===== config.mk =====
export PLATFORM = sky130hd
export DESIGN_NAME = systolic_inp_skew
export DESIGN_NICKNAME = d
export VERILOG_FILES = /design/src/rtl/systolic_pkg.sv /design/src/rtl/systolic_inp_skew_delay_line.sv /design/src/rtl/systolic_inp_skew.sv
export SDC_FILE = /design/constraint.sdc
export NUM_CORES = 2
export LEC_CHECK = 0
export BUFFER_PORTS_ARGS = -buffer_cell sky130_fd_sc_hd__buf_4
export CORE_MARGIN = 2
export CORE_UTILIZATION = 40
export DETAILED_ROUTE_END_ITERATION = 10
export GPL_TIMING_DRIVEN = 0
export PLACE_DENSITY_LB_ADDON = 0.15
export RECOVER_POWER = 50
export SETUP_SLACK_MARGIN = 0.05
export SLEW_MARGIN = 40
export SYNTH_ARGS = -nofsm -noshare
export SYNTH_HDL_FRONTEND = slang
export SYNTH_MEMORY_MAX_BITS = 65536
export SYNTH_SLANG_ARGS = --single-unit

===== constraint.sdc =====
create_clock -name clk -period 4.4 [get_ports clk]
set_input_delay 1.1 -clock clk [delete_from_list [all_inputs] [get_ports clk]]
set_output_delay 1.1 -clock clk [all_outputs]
set_load 0.03 [all_outputs]

===== src/rtl/systolic_pkg.sv =====
// systolic_pkg: shared FSM state type and default geometry for the systolic array and its skew/deskew stages
// Contents: state_t (IDLE/STREAM/DRAIN/DONE), ARRAY_N_DEF, INP_DATA_WIDTH_DEF
package systolic_pkg;
  typedef enum logic [1:0] {IDLE, STREAM, DRAIN, DONE} state_t;
  localparam int ARRAY_N_DEF        = 32;
  localparam int INP_DATA_WIDTH_DEF = 8;
endpackage


===== src/rtl/systolic_inp_skew_delay_line.sv =====
// skew_delay_line: DEPTH-stage register chain carrying one lane element plus its valid bit
// Ports: clk, rst (sync active-high), in_data/in_valid (chain head), out_data/out_valid (chain tail)
module skew_delay_line #(
  parameter int DEPTH = 1,
  parameter int WIDTH = 8
) (
  input  logic             clk,
  input  logic             rst,
  input  logic [WIDTH-1:0] in_data,
  input  logic             in_valid,
  output logic [WIDTH-1:0] out_data,
  output logic             out_valid
);
  logic [WIDTH-1:0] d [DEPTH];
  logic             v [DEPTH];
  always_ff @(posedge clk) begin
    if (rst) begin
      for (int i = 0; i < DEPTH; i++) begin
        d[i] <= '0;
        v[i] <= 1'b0;
      end
    end else begin
      d[0] <= in_data;
      v[0] <= in_valid;
      for (int i = 1; i < DEPTH; i++) begin
        d[i] <= d[i-1];
        v[i] <= v[i-1];
      end
    end
  end
  assign out_data  = d[DEPTH-1];
  assign out_valid = v[DEPTH-1];
endmodule


===== src/rtl/systolic_inp_skew.sv =====
// systolic_inp_skew: skews input vectors so lane k reaches the array top row k+1 cycles after accept
// Ports: clk, rst (sync active-high); in_valid/in_ready/in_data/in_last (upstream handshake);
//        out_data/out_valid (per-lane skewed stream); busy, done (burst end pulse), vec_cnt (accepted vectors)
module systolic_inp_skew
  import systolic_pkg::*;
#(
  parameter int ARRAY_N        = ARRAY_N_DEF,
  parameter int INP_DATA_WIDTH = INP_DATA_WIDTH_DEF,
  parameter int CNT_WIDTH      = 16
) (
  input  logic                              clk,
  input  logic                              rst,
  input  logic                              in_valid,
  output logic                              in_ready,
  input  logic [ARRAY_N*INP_DATA_WIDTH-1:0] in_data,
  input  logic                              in_last,
  output logic [ARRAY_N*INP_DATA_WIDTH-1:0] out_data,
  output logic [ARRAY_N-1:0]                out_valid,
  output logic                              busy,
  output logic                              done,
  output logic [CNT_WIDTH-1:0]              vec_cnt
);
  // Width kept at 1 for ARRAY_N=1, where DRAIN is never entered.
  localparam int DCW = ARRAY_N > 1 ? $clog2(ARRAY_N) : 1;
  localparam logic [DCW-1:0] DRAIN_LAST = DCW'(ARRAY_N > 1 ? ARRAY_N - 2 : 0);
  state_t         state;
  logic [DCW-1:0] drain_cnt;
  logic           acc;
  assign acc = in_valid && in_ready;
  // Outputs are registered: busy/in_ready/done change together with the state they describe.
  always_ff @(posedge clk) begin
    if (rst) begin
      state     <= IDLE;
      busy      <= 1'b0;
      in_ready  <= 1'b1;
      done      <= 1'b0;
      drain_cnt <= '0;
      vec_cnt   <= '0;
    end else begin
      done <= 1'b0;
      case (state)
        IDLE, STREAM: begin
          if (acc) begin
            vec_cnt <= state == IDLE ? CNT_WIDTH'(1) : (&vec_cnt ? vec_cnt : vec_cnt + 1'b1);
            busy    <= 1'b1;
            if (in_last) begin
              in_ready  <= 1'b0;
              drain_cnt <= '0;
              state     <= ARRAY_N == 1 ? DONE : DRAIN;
              done      <= ARRAY_N == 1;
            end else begin
              state <= STREAM;
            end
          end
        end
        DRAIN: begin
          if (drain_cnt == DRAIN_LAST) begin
            state <= DONE;
            done  <= 1'b1;
          end else begin
            drain_cnt <= drain_cnt + 1'b1;
          end
        end
        default: begin
          state    <= IDLE;
          busy     <= 1'b0;
          in_ready <= 1'b1;
        end
      endcase
    end
  end
  // Idle cycles inject a zero bubble so later elements keep their diagonal alignment.
  for (genvar k = 0; k < ARRAY_N; k++) begin : g_lane
    skew_delay_line #(
      .DEPTH(k + 1),
      .WIDTH(INP_DATA_WIDTH)
    ) u_line (
      .clk      (clk),
      .rst      (rst),
      .in_data  (acc ? in_data[k*INP_DATA_WIDTH +: INP_DATA_WIDTH] : '0),
      .in_valid (acc),
      .out_data (out_data[k*INP_DATA_WIDTH +: INP_DATA_WIDTH]),
      .out_valid(out_valid[k])
    );
  end
endmodule


==> summary.txt <==
Logic synthesis
  – Count leader, synth: dfxtp_1
  – Cell variety after synth: 56
  – Synth Flop Type: dfxtp_1
  – Sequential area share after synthesis: 73.1%
  – Synthesized cell area: 0.117 sq mm
  – Post-Syn Area per Cell: 12.4 sq um
  – YS warnings: 0
  – Syn_nets: a little under 10k
  – Yosys top cell area share: 73.1%
  – Synth top cells by count: 4,282 x dfxtp_1, 4,000 x nor2b_1, 453 x clkbuf_1
  – Async S/R FF share, synth: 0%
  – Yosys reg bits: 4,282
  – Cell taking the most area after synthesis: dfxtp_1
  – Number of flops mapped to enable cells by yosys: 0
  – Synthesized instance count: 9,441
  – Main area contributors after synthesis: dfxtp_1 73%, nor2b_1 21%, buf_4 1.7%

Die
  – Cell row count: 198
  – Die area: 0.297 sq mm
  – I/O Pins: 567
  – Starting Density: 40.2%
  – Die H: 545 um
  – Core area: 0.291 sq mm
  – Die W: 545 um

Finish
  – Total Nets Final: 10.7k
  – Fin util: 48.6%
  – Layout area overhead: 20.7%
  – Layout cells sized above 1: between 10 and 15%
  – Fin area: 0.141 sq mm

Placed design
  – Dpl hpwl: 149 mm
  – Dpl cell area: around 0.13 sq mm
  – Buffers added on ports: 566
  – GP Congestion: between 0.7 and 0.8

Clock network
  – Clock Path Buffers: 4
  – # hold bufs at CTS: 0
  – CTS H-tree lvls: 5
  – Sink Count: 4,282
  – Setup repair bufs after CTS: 0
  – CTS Buf Count: 423
  – CTS tree: yes
  – Post_cts resized: 0
  – Clk slew on worst S/H paths: ~0.060 ns
  – Clock Tree Root: clkbuf_16
  – Clk_lat worst skew: approximately 0.95 ns

Routing
  – Iter 0 DRT Violations: 2,019
  – Wirelength per Cell: approximately 15 um
  – Detailed-route DRC error count: 0
  – First-pass DRT Iterations: 4
  – Total wire length: 214 mm
  – ANT nets after route: 0
  – Via/cell ratio: ~4
  – Vias post-DR: around 58k

Status
  – Status: finished with violations
  – Violated checks: max-capacitance violations, max-slew violations

Timing
  – Min Tclk post-route: 3.54 ns
  – Final setup fails: 0
  – Final setup TNS: 0 ns
  – Fmax: between 200 and 300 MHz
  – Final Hold Fails: 0
  – RSZ-0062 raised after global routing: false
  – Final hold slack: 0.342 ns
  – Skew final: between 0.06 and 0.07 ns
  – Slew headroom: -40.3%
  – Worst-margin pin slew: 2.10 ns
  – Slew Limit Fails: 44
  – Fin crit share: 80.4%

Global routing
  – Initial antenna violation count: 54
  – Gr usage total: 14.2%
  – First-pass GRT wire length: approximately 330 mm
  – Largest net degree at the start of global routing: 19
  – Global route total overflow: 0
  – Vias in the first global route: around 57k

Min path
  – Hold_sp: in_data[128]
  – Worst hold endpoint: g_lane[16].u_line.d[0][0]
  – Worst min-delay path category: in2reg
  – Hold path cells: 2

Power and ir drop
  – Power, Total: between 70 and 80 mW
  – Leakage power: ~57 nW
  – Worst vdd ir: 0.367 mV
  – PwrDens: 550 mW/mm^2

Critical path
  – Reg2reg start: in_ready
  – CP Max Fanout: 10
  – Slowest cell delay on critical path: between 0.8 and 0.9 ns
  – Most used cell, CP: clkbuf_1
  – Crit-path cells: clkbuf_1 -> clkbuf_1 -> clkbuf_1 -> clkbuf_1 -> clkbuf_1 -> nor2b_1
  – WP buf/inv: 5
  – Reg2reg setup slack: about 1.1 ns
  – CP Launch Type: input port
  – R2R Path End: g_lane[22].u_line.d[0][7]
  – CP delay by family, top: buffers and inverters
  – Cell depth of the worst flop-to-flop path: 5
  – Crit path max-delay cell type: clkbuf_1
  – Crit end category: flip-flop
  – CP Class: in2reg
  – WP data arrival: 4.28 ns
  – WP data required: around 5.1 ns

Run
  – Number of max-cap violations: 4
## registers in the layout, summed over array words and instances (netlist names)
register,flops
vec_cnt,16
busy,1
state,2
g_lane.u_line.v,32
done,1
in_ready,1
g_lane.u_line.d,4224
drain_cnt,5
## cell type report
type	instances	area (sq um)
multi-input combinational	4396	27500
timing repair buffer	580	4450
fill	26167	150000
antenna	23	57.6
sequential	4282	85700
buffer	755	3910
clock buffer	614	12400
inverter	8	30.0
tap	3900	4880
clock inverter	163	2480
## layer usage
layer  share of wire (%)  global-route usage, %
met1                  43                   17.0
met2                  47                   24.1
met3                 6.2                   3.61
met4                 3.7                   5.88
met5               0.059                      0
## through the flow
step           std cells  setup WS, ns
4_1_cts            14698          1.31
6_report           14721         0.862
2_1_floorplan       9441          2.08
3_3_place_gp       13907         -1.54
3_5_place_dp       13921         0.536
5_1_grt            14706         0.782
## worst reg2reg max path, cell delays in order, from the launching register on
cell,delay (ns)
dfxtp_1,0.44
and3_1,0.18
clkbuf_1,0.21
clkbuf_1,0.83
clkbuf_1,1.24
and2_0,0.30
## worst max path at each step
stage,slack [ns],startpoint,depth (start not counted),endpoint
after global routing,0.78,rst,6,g_lane[9].u_line.d[0][75]
after detailed placement,0.54,rst,6,g_lane[9].u_line.d[0][75]
after global placement,-1.54,rst,6,g_lane[31].u_line.d[0][252]
after CTS,1.31,g_lane[19].u_line.v[0][9],2,out_valid[9]
final,0.86,rst,6,g_lane[9].u_line.d[0][75]
after floorplan,2.08,rst,5,g_lane[10].u_line.d[0][10]
## layout by cell type (no fill, tap or decap), types with 4 or more instances in the layout
| cell | count |
|---|---|
| nand4_1 | 5 |
| or3_1 | 4 |
| clkbuf_1 | 538 |
| nor3_1 | 8 |
| diode_2 | 23 |
| nor4_1 | 6 |
| o21a_1 | 4 |
| nand3_1 | 8 |
| inv_1 | 8 |
| buf_2 | 6 |
| nor2b_1 | 4000 |
| clkinv_16 | 10 |
| clkinvlp_4 | 17 |
| a31oi_1 | 5 |
| buf_16 | 4 |
| clkinv_4 | 4 |
| a21oi_1 | 12 |
| clkinv_8 | 6 |
| nand2_1 | 18 |
| dfxtp_1 | 4282 |
| buf_4 | 837 |
| and2_0 | 95 |
| clkbuf_2 | 26 |
| o21ai_0 | 7 |
| nor2_1 | 12 |
| clkbuf_8 | 106 |
| inv_6 | 6 |
| bufinv_16 | 49 |
| clkbuf_16 | 425 |
| clkinv_2 | 68 |
| a32oi_1 | 5 |
| and2_1 | 162 |
## logic make-up (layout without fill, tap and decap cells)
group	after synthesis	count (layout)	share of synthesized area, %
AND/OR/NAND/NOR	4337	4337	23.1
other	0	23	0
adder cells (fa/ha/maj)	3	3	0.0320
flip-flops	4282	4282	73.1
multiplexers	1	1	0.00854
AO/OA/AOI/OAI	54	54	0.333
buffers and inverters	763	2120	3.36
XOR/XNOR	1	1	0.00747
## power breakdown
part / internal, mW / switching, mW / total, mW
Sequential: 39.0 / 0.0636 / 39.1
Combinational: 0.432 / 1.01 / 1.45
Clock: 22.5 / 14.8 / 37.3
(Power assumes the default switching activity.)
